**src/rtl/uart_rx_param_deserializer_if.sv**
```systemverilog
// uart_rx_param_deserializer_if: sampler/FSM side bits in, assembled word and status out
interface uart_rx_param_deserializer_if #(
    parameter int DATA_WIDTH = 8
);
    localparam int CNT_WIDTH = $clog2(DATA_WIDTH + 1);
    logic                  sampled_bit;
    logic                  done;
    logic                  deser_en;
    logic                  frame_clr;
    logic                  msb_first;
    logic [CNT_WIDTH-1:0]  data_len;
    logic [DATA_WIDTH-1:0] p_data;
    logic                  p_valid;
    logic                  busy;
    logic [CNT_WIDTH-1:0]  bit_cnt;
    modport master (
        output sampled_bit, done, deser_en, frame_clr, msb_first, data_len,
        input  p_data, p_valid, busy, bit_cnt
    );
    modport slave (
        input  sampled_bit, done, deser_en, frame_clr, msb_first, data_len,
        output p_data, p_valid, busy, bit_cnt
    );
endinterface

```
**src/rtl/uart_rx_param_deserializer.sv**
```systemverilog
// uart_rx_param_deserializer: assembles sampled RX bits into a right-justified word of configurable length/order
module uart_rx_param_deserializer #(
    parameter int DATA_WIDTH = 8
) (
    input logic                         clk,
    input logic                         rst,
    uart_rx_param_deserializer_if.slave bus
);
    localparam int CW = $clog2(DATA_WIDTH + 1);
    typedef enum logic {IDLE, SHIFT} state_t;
    state_t                state_q, state_d;
    logic [DATA_WIDTH-1:0] sh_q, sh_d, p_data_q, p_data_d, sh_base, sh_ins, mask;
    logic [CW-1:0]         bit_cnt_q, bit_cnt_d, len_q, len_d, eff_len, len_use;
    logic                  ord_q, ord_d, p_valid_q, p_valid_d;
    logic                  accept, first, ord_use, last;
    always_ff @(posedge clk or negedge rst) begin
        if (!rst) state_q <= IDLE;
        else      state_q <= state_d;
    end
    always_ff @(posedge clk or negedge rst) begin
        if (!rst) begin
            sh_q      <= '0;
            p_data_q  <= '0;
            p_valid_q <= 1'b0;
            bit_cnt_q <= '0;
            len_q     <= CW'(DATA_WIDTH);
            ord_q     <= 1'b0;
        end else begin
            sh_q      <= sh_d;
            p_data_q  <= p_data_d;
            p_valid_q <= p_valid_d;
            bit_cnt_q <= bit_cnt_d;
            len_q     <= len_d;
            ord_q     <= ord_d;
        end
    end
    // Frame parameters come straight from the inputs on the first bit, from the latches afterwards
    always_comb begin
        accept    = bus.done && bus.deser_en && !bus.frame_clr;
        first     = state_q == IDLE;
        eff_len   = (bus.data_len == '0 || bus.data_len > CW'(DATA_WIDTH)) ? CW'(DATA_WIDTH) : bus.data_len;
        len_use   = first ? eff_len : len_q;
        ord_use   = first ? bus.msb_first : ord_q;
        sh_base   = first ? '0 : sh_q;
        sh_ins    = ord_use ? {sh_base[DATA_WIDTH-2:0], bus.sampled_bit}
                            : sh_base | (DATA_WIDTH'(bus.sampled_bit) << bit_cnt_q);
        mask      = ~({DATA_WIDTH{1'b1}} << len_use);
        last      = bit_cnt_q == len_use - 1'b1;
        len_d     = (accept && first) ? len_use : len_q;
        ord_d     = (accept && first) ? ord_use : ord_q;
        sh_d      = bus.frame_clr ? '0 : accept ? sh_ins : sh_q;
        bit_cnt_d = bus.frame_clr ? '0 : accept ? (last ? '0 : bit_cnt_q + 1'b1) : bit_cnt_q;
        p_valid_d = accept && last;
        p_data_d  = p_valid_d ? (sh_ins & mask) : p_data_q;
    end
    always_comb begin
        state_d = bus.frame_clr ? IDLE : accept ? (last ? IDLE : SHIFT) : state_q;
    end
    always_comb begin
        bus.busy    = state_q == SHIFT;
        bus.p_data  = p_data_q;
        bus.p_valid = p_valid_q;
        bus.bit_cnt = bit_cnt_q;
    end
endmodule
```
**src/flat_wrapper.sv**
```systemverilog
// flat-port wrapper written by rule: the top's interface ports become plain ports
module uart_rx_param_deserializer_flat 
#(
    parameter int DATA_WIDTH = 8
)
  (clk, rst, bus_sampled_bit, bus_done, bus_deser_en, bus_frame_clr, bus_msb_first, bus_data_len, bus_p_data, bus_p_valid, bus_busy, bus_bit_cnt);
  uart_rx_param_deserializer_if #(.DATA_WIDTH(DATA_WIDTH)) bus_i ();
  input logic clk;
  input logic rst;
  input wire logic [$bits(bus_i.sampled_bit)-1:0] bus_sampled_bit;
  input wire logic [$bits(bus_i.done)-1:0] bus_done;
  input wire logic [$bits(bus_i.deser_en)-1:0] bus_deser_en;
  input wire logic [$bits(bus_i.frame_clr)-1:0] bus_frame_clr;
  input wire logic [$bits(bus_i.msb_first)-1:0] bus_msb_first;
  input wire logic [$bits(bus_i.data_len)-1:0] bus_data_len;
  output wire logic [$bits(bus_i.p_data)-1:0] bus_p_data;
  output wire logic [$bits(bus_i.p_valid)-1:0] bus_p_valid;
  output wire logic [$bits(bus_i.busy)-1:0] bus_busy;
  output wire logic [$bits(bus_i.bit_cnt)-1:0] bus_bit_cnt;
  assign bus_i.sampled_bit = bus_sampled_bit;
  assign bus_i.done = bus_done;
  assign bus_i.deser_en = bus_deser_en;
  assign bus_i.frame_clr = bus_frame_clr;
  assign bus_i.msb_first = bus_msb_first;
  assign bus_i.data_len = bus_data_len;
  assign bus_p_data = bus_i.p_data;
  assign bus_p_valid = bus_i.p_valid;
  assign bus_busy = bus_i.busy;
  assign bus_bit_cnt = bus_i.bit_cnt;
  uart_rx_param_deserializer #(.DATA_WIDTH(DATA_WIDTH)) u_core (.clk(clk), .rst(rst), .bus(bus_i));
endmodule
```
**config.mk**
```make
export PLATFORM = sky130hd
export DESIGN_NAME = uart_rx_param_deserializer_flat
export DESIGN_NICKNAME = d
export VERILOG_FILES = /design/src/rtl/uart_rx_param_deserializer_if.sv /design/src/rtl/uart_rx_param_deserializer.sv /design/src/flat_wrapper.sv
export SDC_FILE = /design/constraint.sdc
export NUM_CORES = 1
export LEC_CHECK = 0
export CAP_MARGIN = 20
export CORE_MARGIN = 8
export CORE_UTILIZATION = 57
export DETAILED_ROUTE_END_ITERATION = 10
export HOLD_SLACK_MARGIN = 0.03
export PLACE_DENSITY_LB_ADDON = 0.15
export SLEW_MARGIN = 40
export SYNTH_ARGS = -nofsm -noshare
export SYNTH_HDL_FRONTEND = slang
export SYNTH_SLANG_ARGS = --single-unit
```
**constraint.sdc**
```tcl
create_clock -name clk -period 5.93 [get_ports clk]
set_input_delay 0.593 -clock clk [delete_from_list [all_inputs] [get_ports clk]]
set_output_delay 0.593 -clock clk [all_outputs]
set_load 0.01 [all_outputs]
```
==> run metrics, run 1 <==
Synth warnings=0; clock transition at the registers of the reported paths=160 ps; min-delay src=u_core.bus.p_data[5]$_DFFE_PN0P_; Least-Margin Pin Slew=779.4 ps; first-pass GRT wire length=6430 um; gpl congestion=0.8361; vias in the first global route=1413; initial cell density of the core=59.22%; sequential element share of the synthesized area=41.81%; Critical path origin=u_core.bus.busy$_DFFE_PN0P_; final worst path period need=3160 ps; mapped cell area=1619 um^2; Slew HR=47.85%; P_leak=0.8789 nW; reg2reg end=u_core.bus.p_data[2]$_DFFE_PN0P_; I/O pin cnt=25; CP required=6210 ps; max-cap violations=0; Worst Hold Path Cells=1; Async SR Flop Fraction=100.0%; DR vias/cell=6.371; Rows=19; H-tree Lvls=1; fmax=316.4 MHz; hold_buf cts=0; Final setup viols=0; status=complete, no violations; r2r setup slk=2770 ps; initial drt markers=146; Hold Path End=u_core.bus.p_data[5]$_DFFE_PN0P_; maximum net fanout on the critical path=24; largest net degree at the start of global routing=28; EDFF count, synth=0; Tcrit/Tclk final=53.29%; die area=4802 um^2; Critical R2R Launch=u_core.bus.busy$_DFFE_PN0P_; overall routing resource usage=15.78%; initial antenna violation count=0; count of final hold-check violations=0; most common cell after layout, fill and taps aside=dfrtp_1; CP Capture Type=register; die height=69.30 um; Bufs on Longest Clock Path=2; Power Total=0.0003636 W; critical path arrival=3440 ps; DRC Markers=0; count of different cell masters after synthesis=42; syn_area_per_cell=9.305 um^2; Seq cells post-synth=27; unrepaired setup endpoints after global routing=no; final layout net count=210; chip width=69.30 um; PortBufs=24; post-route ant nets=0; Syn Inst Count=174; total gr overflow=0; crit path kind=register to register; postcts setup bufs=0; Root Driver=clkbuf_4; most frequent cells in the layout=dfrtp_1 (26), clkdlybuf4s50_1 (24), nand2_1 (19); top_reg_cell synth=dfrtp_1; Power Density=193.0 nW/um^2; Total Wirelength=3841 um; Layout area overhead=16.38%; Core Region=2734 um^2; Worst VDD drop=0.1445 mV; syn nets=190; post_cts resized=0; Pre-Repair DR Iteration Count=5; CP startpoint kind=register; CTS tree=built; WL/cell=17.15 um; worst hold path type=register to register; setup TNS=0 ps; skew final=7.298 ps; ant diodes=0; hpwl dp=2877 um; Num CTS Buffers=3; DR vias=1427; FF-to-FF path depth=9; share of post-route cells with drive strength above 1=7.254%; Clock Latency Late Sink=330 ps; clk sink count=27; Slew Viols, Final=0
power by group:
part	internal (W)	switching [W]
registers	0.000194	0.0000137
clock network	0.0000259	0.0000584
logic	0.0000325	0.0000389
how the worst max path moves through the flow:
stage	to	slack, ps	cells past startpoint
floorplan	u_core.bus.p_data[0]$_DFFE_PN0P_	3140	9
global placement	u_core.bus.p_data[7]$_DFFE_PN0P_	2590	10
detailed placement	u_core.bus.p_data[0]$_DFFE_PN0P_	2440	10
CTS	u_core.bus.p_data[0]$_DFFE_PN0P_	2790	9
global route	u_core.bus.p_data[0]$_DFFE_PN0P_	2570	9
finish	u_core.bus.p_data[2]$_DFFE_PN0P_	2770	9
per-stage QoR:
| stage | hold slack (ps) | utilization (%) | std cells | worst slack (ps) | cell area [um^2] |
|---|---|---|---|---|---|
| after CTS | 514.2 | 68.92 | 224 | 2788 | 1884 |
| after global placement | 477.3 | 67.83 | 220 | 2590 | 1854 |
| after global routing | 534.8 | 68.92 | 224 | 2570 | 1884 |
| final | 506.1 | 68.92 | 224 | 2770 | 1884 |
| after floorplan | 297.4 | - | 174 | 3144 | 1619 |
| after detailed placement | 480.1 | 67.83 | 220 | 2440 | 1854 |
Yosys cell counts, drive strengths merged (4+ instances only):
library cell | instances | area, um^2
a21oi | 5 | 28.78
a222oi | 6 | 60.06
inv | 13 | 48.80
clkbuf | 4 | 16.26
o21ai | 18 | 90.09
nand2 | 21 | 83.83
a32o | 8 | 80.08
nand2b | 6 | 37.54
ha | 5 | 62.56
a22o | 8 | 70.07
nor3 | 4 | 20.02
nand3b | 7 | 52.55
dfrtp | 26 | 650.6
nor2 | 6 | 22.52
buf | 6 | 35.03
registers in the layout, indices dropped and copies added (netlist names):
name / cells
u_core.bus.p_data: 8
u_core.sh_q: 8
u_core.bus.bit_cnt: 4
u_core.len_q: 4
u_core.bus.busy: 1
u_core.bus.p_valid: 1
u_core.ord_q: 1
logic make-up after synthesis:
| logic type | after synthesis | share of synthesized area [%] |
|---|---|---|
| AO/OA/AOI/OAI | 54 | 24.65 |
| XOR/XNOR | 3 | 2.087 |
| adder cells (fa/ha/maj) | 5 | 3.864 |
| buffers and inverters | 23 | 6.182 |
| flip-flops | 27 | 41.81 |
| multiplexers | 2 | 1.314 |
| AND/OR/NAND/NOR | 60 | 20.09 |
layer usage:
metal	wire length [um]	vias up	track usage, %	share of wire, %
met2	1898	47	25.61	49
li1	-	674	-	-
met5	0	-	0	0
met3	178	8	3.290	4.6
met4	81	0	7.517	2.1
met1	1683	698	19.35	44
worst max-delay path, stage by stage (launching register included):
cell      delay, ps
dfrtp_1         680
or3b_1          520
and2_1          190
ha_1            210
ha_1            290
xnor2_1         130
a311oi_1        420
nand2_2         140
nor2b_4         300
a32o_1          210
cell type report:
| class | instances | area, um^2 |
|---|---|---|
| fillers | 230 | 849.6 |
| multi-input cells | 124 | 842.1 |
| flip-flops and latches | 27 | 676.9 |
| repair buffers | 25 | 247.7 |
| inverters | 13 | 48.80 |
| well taps | 31 | 38.79 |
| clock buffers | 3 | 22.52 |
| clock inverters | 1 | 7.507 |
Note: power is estimated with default switching activity, not from simulation.
==> run 2: changes to the inputs <==
Settings changed: CORE_UTILIZATION 57 to 48.
Clock period 5.93 ns to 2.9 ns, I/O delays scaled along.
==> run 2 against run 1 <==
  * First-iteration DRC count fell by 26%
  * Sequential share of layout area decreased by 1.6 points
  * Register-to-register slack got worse by 2600 ps
  * Global-route usage down 1.5 points
  * Count of clock-buffer cells in the layout did not move
  * Critical path depth rose by 2
  * Hold slack got worse by 200 ps
  * Clock skew increased by 2.8 ps
  * Largest cell class unchanged
  * Largest power group unchanged
==> run metrics, run 2 (same netlist as run 1, synthesis figures left out) <==
status=complete, no violations; Root Driver=clkbuf_4; max-cap violations=0 (unchanged); max incr delay on CP=490 ps (-190 ps); Slew Viols, Final=0 (unchanged); Power Density=379.0 nW/um^2 (+96%); PortBufs=24 (unchanged); Pre-Repair DR Iteration Count=4 (-1); CP Capture Type=register; count of final hold-check violations=0 (unchanged); hpwl dp=2738 um (-4.8%); Total Wirelength=3672 um (-4.4%); ant diodes=0 (unchanged); Flop pwr share=56.1% (-1.1 points); overall routing resource usage=14.29% (-1.5 points); largest net degree at the start of global routing=28 (unchanged); placed cell area=1933 um^2 (+4.3%); DRC Markers=0 (unchanged); CP required=3180 ps (-3030 ps); Pint=0.0005247 W (+110%); post-route ant nets=0 (unchanged); Worst VDD drop=0.1496 mV (+3.5%); Clock Latency Late Sink=330 ps (about the same); GR peak layer=met2; Bufs on Longest Clock Path=2 (unchanged); first-pass GRT wire length=6230 um (-3.1%); Clk pwr share=22.4% (-0.8 points); slowest CP cell=clkdlybuf4s50_1; Layout area overhead=21.64%; P_leak=0.9259 nW (+5.3%); Global Route met1 Usage=18.38% (-0.97 points); most used cell, CP=ha_1; CP startpoint kind=input pin; WHS=302.3 ps (-203.8 ps); worst hold path type=input pin to asynchronous set/reset pin; unrepaired setup endpoints after global routing=no; maximum net fanout on the critical path=6 (-75%); crit path kind=input pin to register; Largest delay share family, worst path=simple AND/OR/NAND/NOR gates; final worst path period need=2770 ps; combinational fraction of design power=21.5% (+1.8 points); WL/cell=14.81 um (-14%); clk sink count=27 (unchanged); fin util=59.96% (-9.0 points); CTS tree=built; Tcrit/Tclk final=95.52%; Net Sw Frac=29.71% (-0.81 points); reg2reg end=u_core.bus.p_data[1]$_DFFE_PN0P_; grt met3 use=3.235% (-0.056 points); Place WS=-165.8 ps (-2605 ps); die height=74.08 um (+6.9%); DR vias=1400 (-1.9%); vias in the first global route=1359 (-3.8%); skew final=10.05 ps (+2.752 ps); Slew HR=63.60% (+16 points); initial antenna violation count=0 (unchanged); initial cell density of the core=49.30% (-9.9 points); final layout net count=219 (+4.3%); post_cts resized=0 (unchanged); chip width=74.08 um (+6.9%); clock transition at the registers of the reported paths=150 ps (about the same); initial drt markers=108 (-26%); FF-to-FF path depth=10 (+1); r2r setup slk=180 ps (-2590 ps); total gr overflow=0 (unchanged); postcts setup bufs=0 (unchanged); Least-Margin Pin Slew=543.9 ps (-235.5 ps); Setup WS post-layout=130.0 ps (-2640 ps); NetSw=0.0002218 W (+100%); critical path arrival=3050 ps (-390 ps); hold_buf cts=0 (unchanged); worst path buffer plus inverter count=2 (+2); Power Total=0.0007465 W (+110%); DR vias/cell=5.645 (-11%); fmax=361.0 MHz; Final Cell Area=1969 um^2 (+4.5%); Rows=21 (+2); share of post-route cells with drive strength above 1=11.39% (+4.1 points); gpl congestion=0.8408 (+0.56%); die area=5487 um^2 (+14%); Critical R2R Launch=u_core.bus.busy$_DFFE_PN0P_; Critical Path, Cell by Cell=clkdlybuf4s50_1 > or3b_1 > and2_1 > ha_1 > ha_1 > xnor2_1 > a311oi_1 > buf_4 > nand2_2 > nor2b_2 > a32o_1; H-tree Lvls=1 (unchanged); most common cell after layout, fill and taps aside=dfrtp_1; most frequent cells in the layout=dfrtp_1 (26), clkdlybuf4s50_1 (24), nand2_1 (19); M2 GR Usage=22.27% (-3.3 points); I/O pin cnt=25 (unchanged); Core Region=3284 um^2 (+20%); Num CTS Buffers=3 (unchanged); Final setup viols=0 (unchanged)
[run 2: how the worst max path moves through the flow]
stage / endpoint / slack, ps / cells past startpoint / from
after floorplan: u_core.bus.p_data[0]$_DFFE_PN0P_ / 170 / 11 / u_core.bus.busy$_DFFE_PN0P_
after global placement: u_core.bus.p_data[2]$_DFFE_PN0P_ / -110 / 11 / bus_data_len[0]
after detailed placement: u_core.bus.p_data[5]$_DFFE_PN0P_ / -170 / 11 / bus_data_len[0]
after CTS: u_core.bus.p_data[5]$_DFFE_PN0P_ / 180 / 11 / bus_data_len[0]
after global routing: u_core.bus.p_data[1]$_DFFE_PN0P_ / 0.6 / 11 / bus_data_len[0]
final: u_core.bus.p_data[1]$_DFFE_PN0P_ / 130 / 11 / bus_data_len[0]
[run 2: worst register-to-register path, cell delays in order, from the launching register on]
cell	delay, ps
dfrtp_1	400
or3b_1	360
and2_1	180
ha_1	210
ha_1	280
xnor2_1	120
a311oi_1	310
buf_4	180
nand2_2	80
nor2b_2	310
a32o_1	210
[run 2: stage by stage]
stage	instances	TNS, ps
2_1_floorplan	174	0
3_3_place_gp	243	-1265
3_5_place_dp	243	-1902
4_1_cts	247	0
5_1_grt	248	0
6_report	248	0
[run 2: area by class of cell]
type                       count  area [um^2]
clock buffer                   3        22.52
sequential                    27        676.9
clock inverter                 1        5.005
tap                           46        57.56
inverter                      13        48.80
timing repair buffer          33        307.8
fill                         306         1315
multi-input combinational    125        850.8
[run 2: power groups by stage]
stage,Clock [W],Combinational (W),Sequential (W)
floorplan,0,0.0000983,0.000421
global placement,0,0.000155,0.000425
detailed placement,0,0.000159,0.000426
CTS,0.000176,0.000160,0.000419
global route,0.000190,0.000181,0.000422
finish,0.000167,0.000161,0.000419
[run 2: routing by layer]
layer / share of wire [%] / wire length (um) / vias to the layer above
li1: - / - / 692
met1: 48 / 1745 / 665
met2: 46 / 1677 / 37
met3: 5.2 / 191 / 6
met4: 1.6 / 57 / 0
met5: 0 / 0 / -
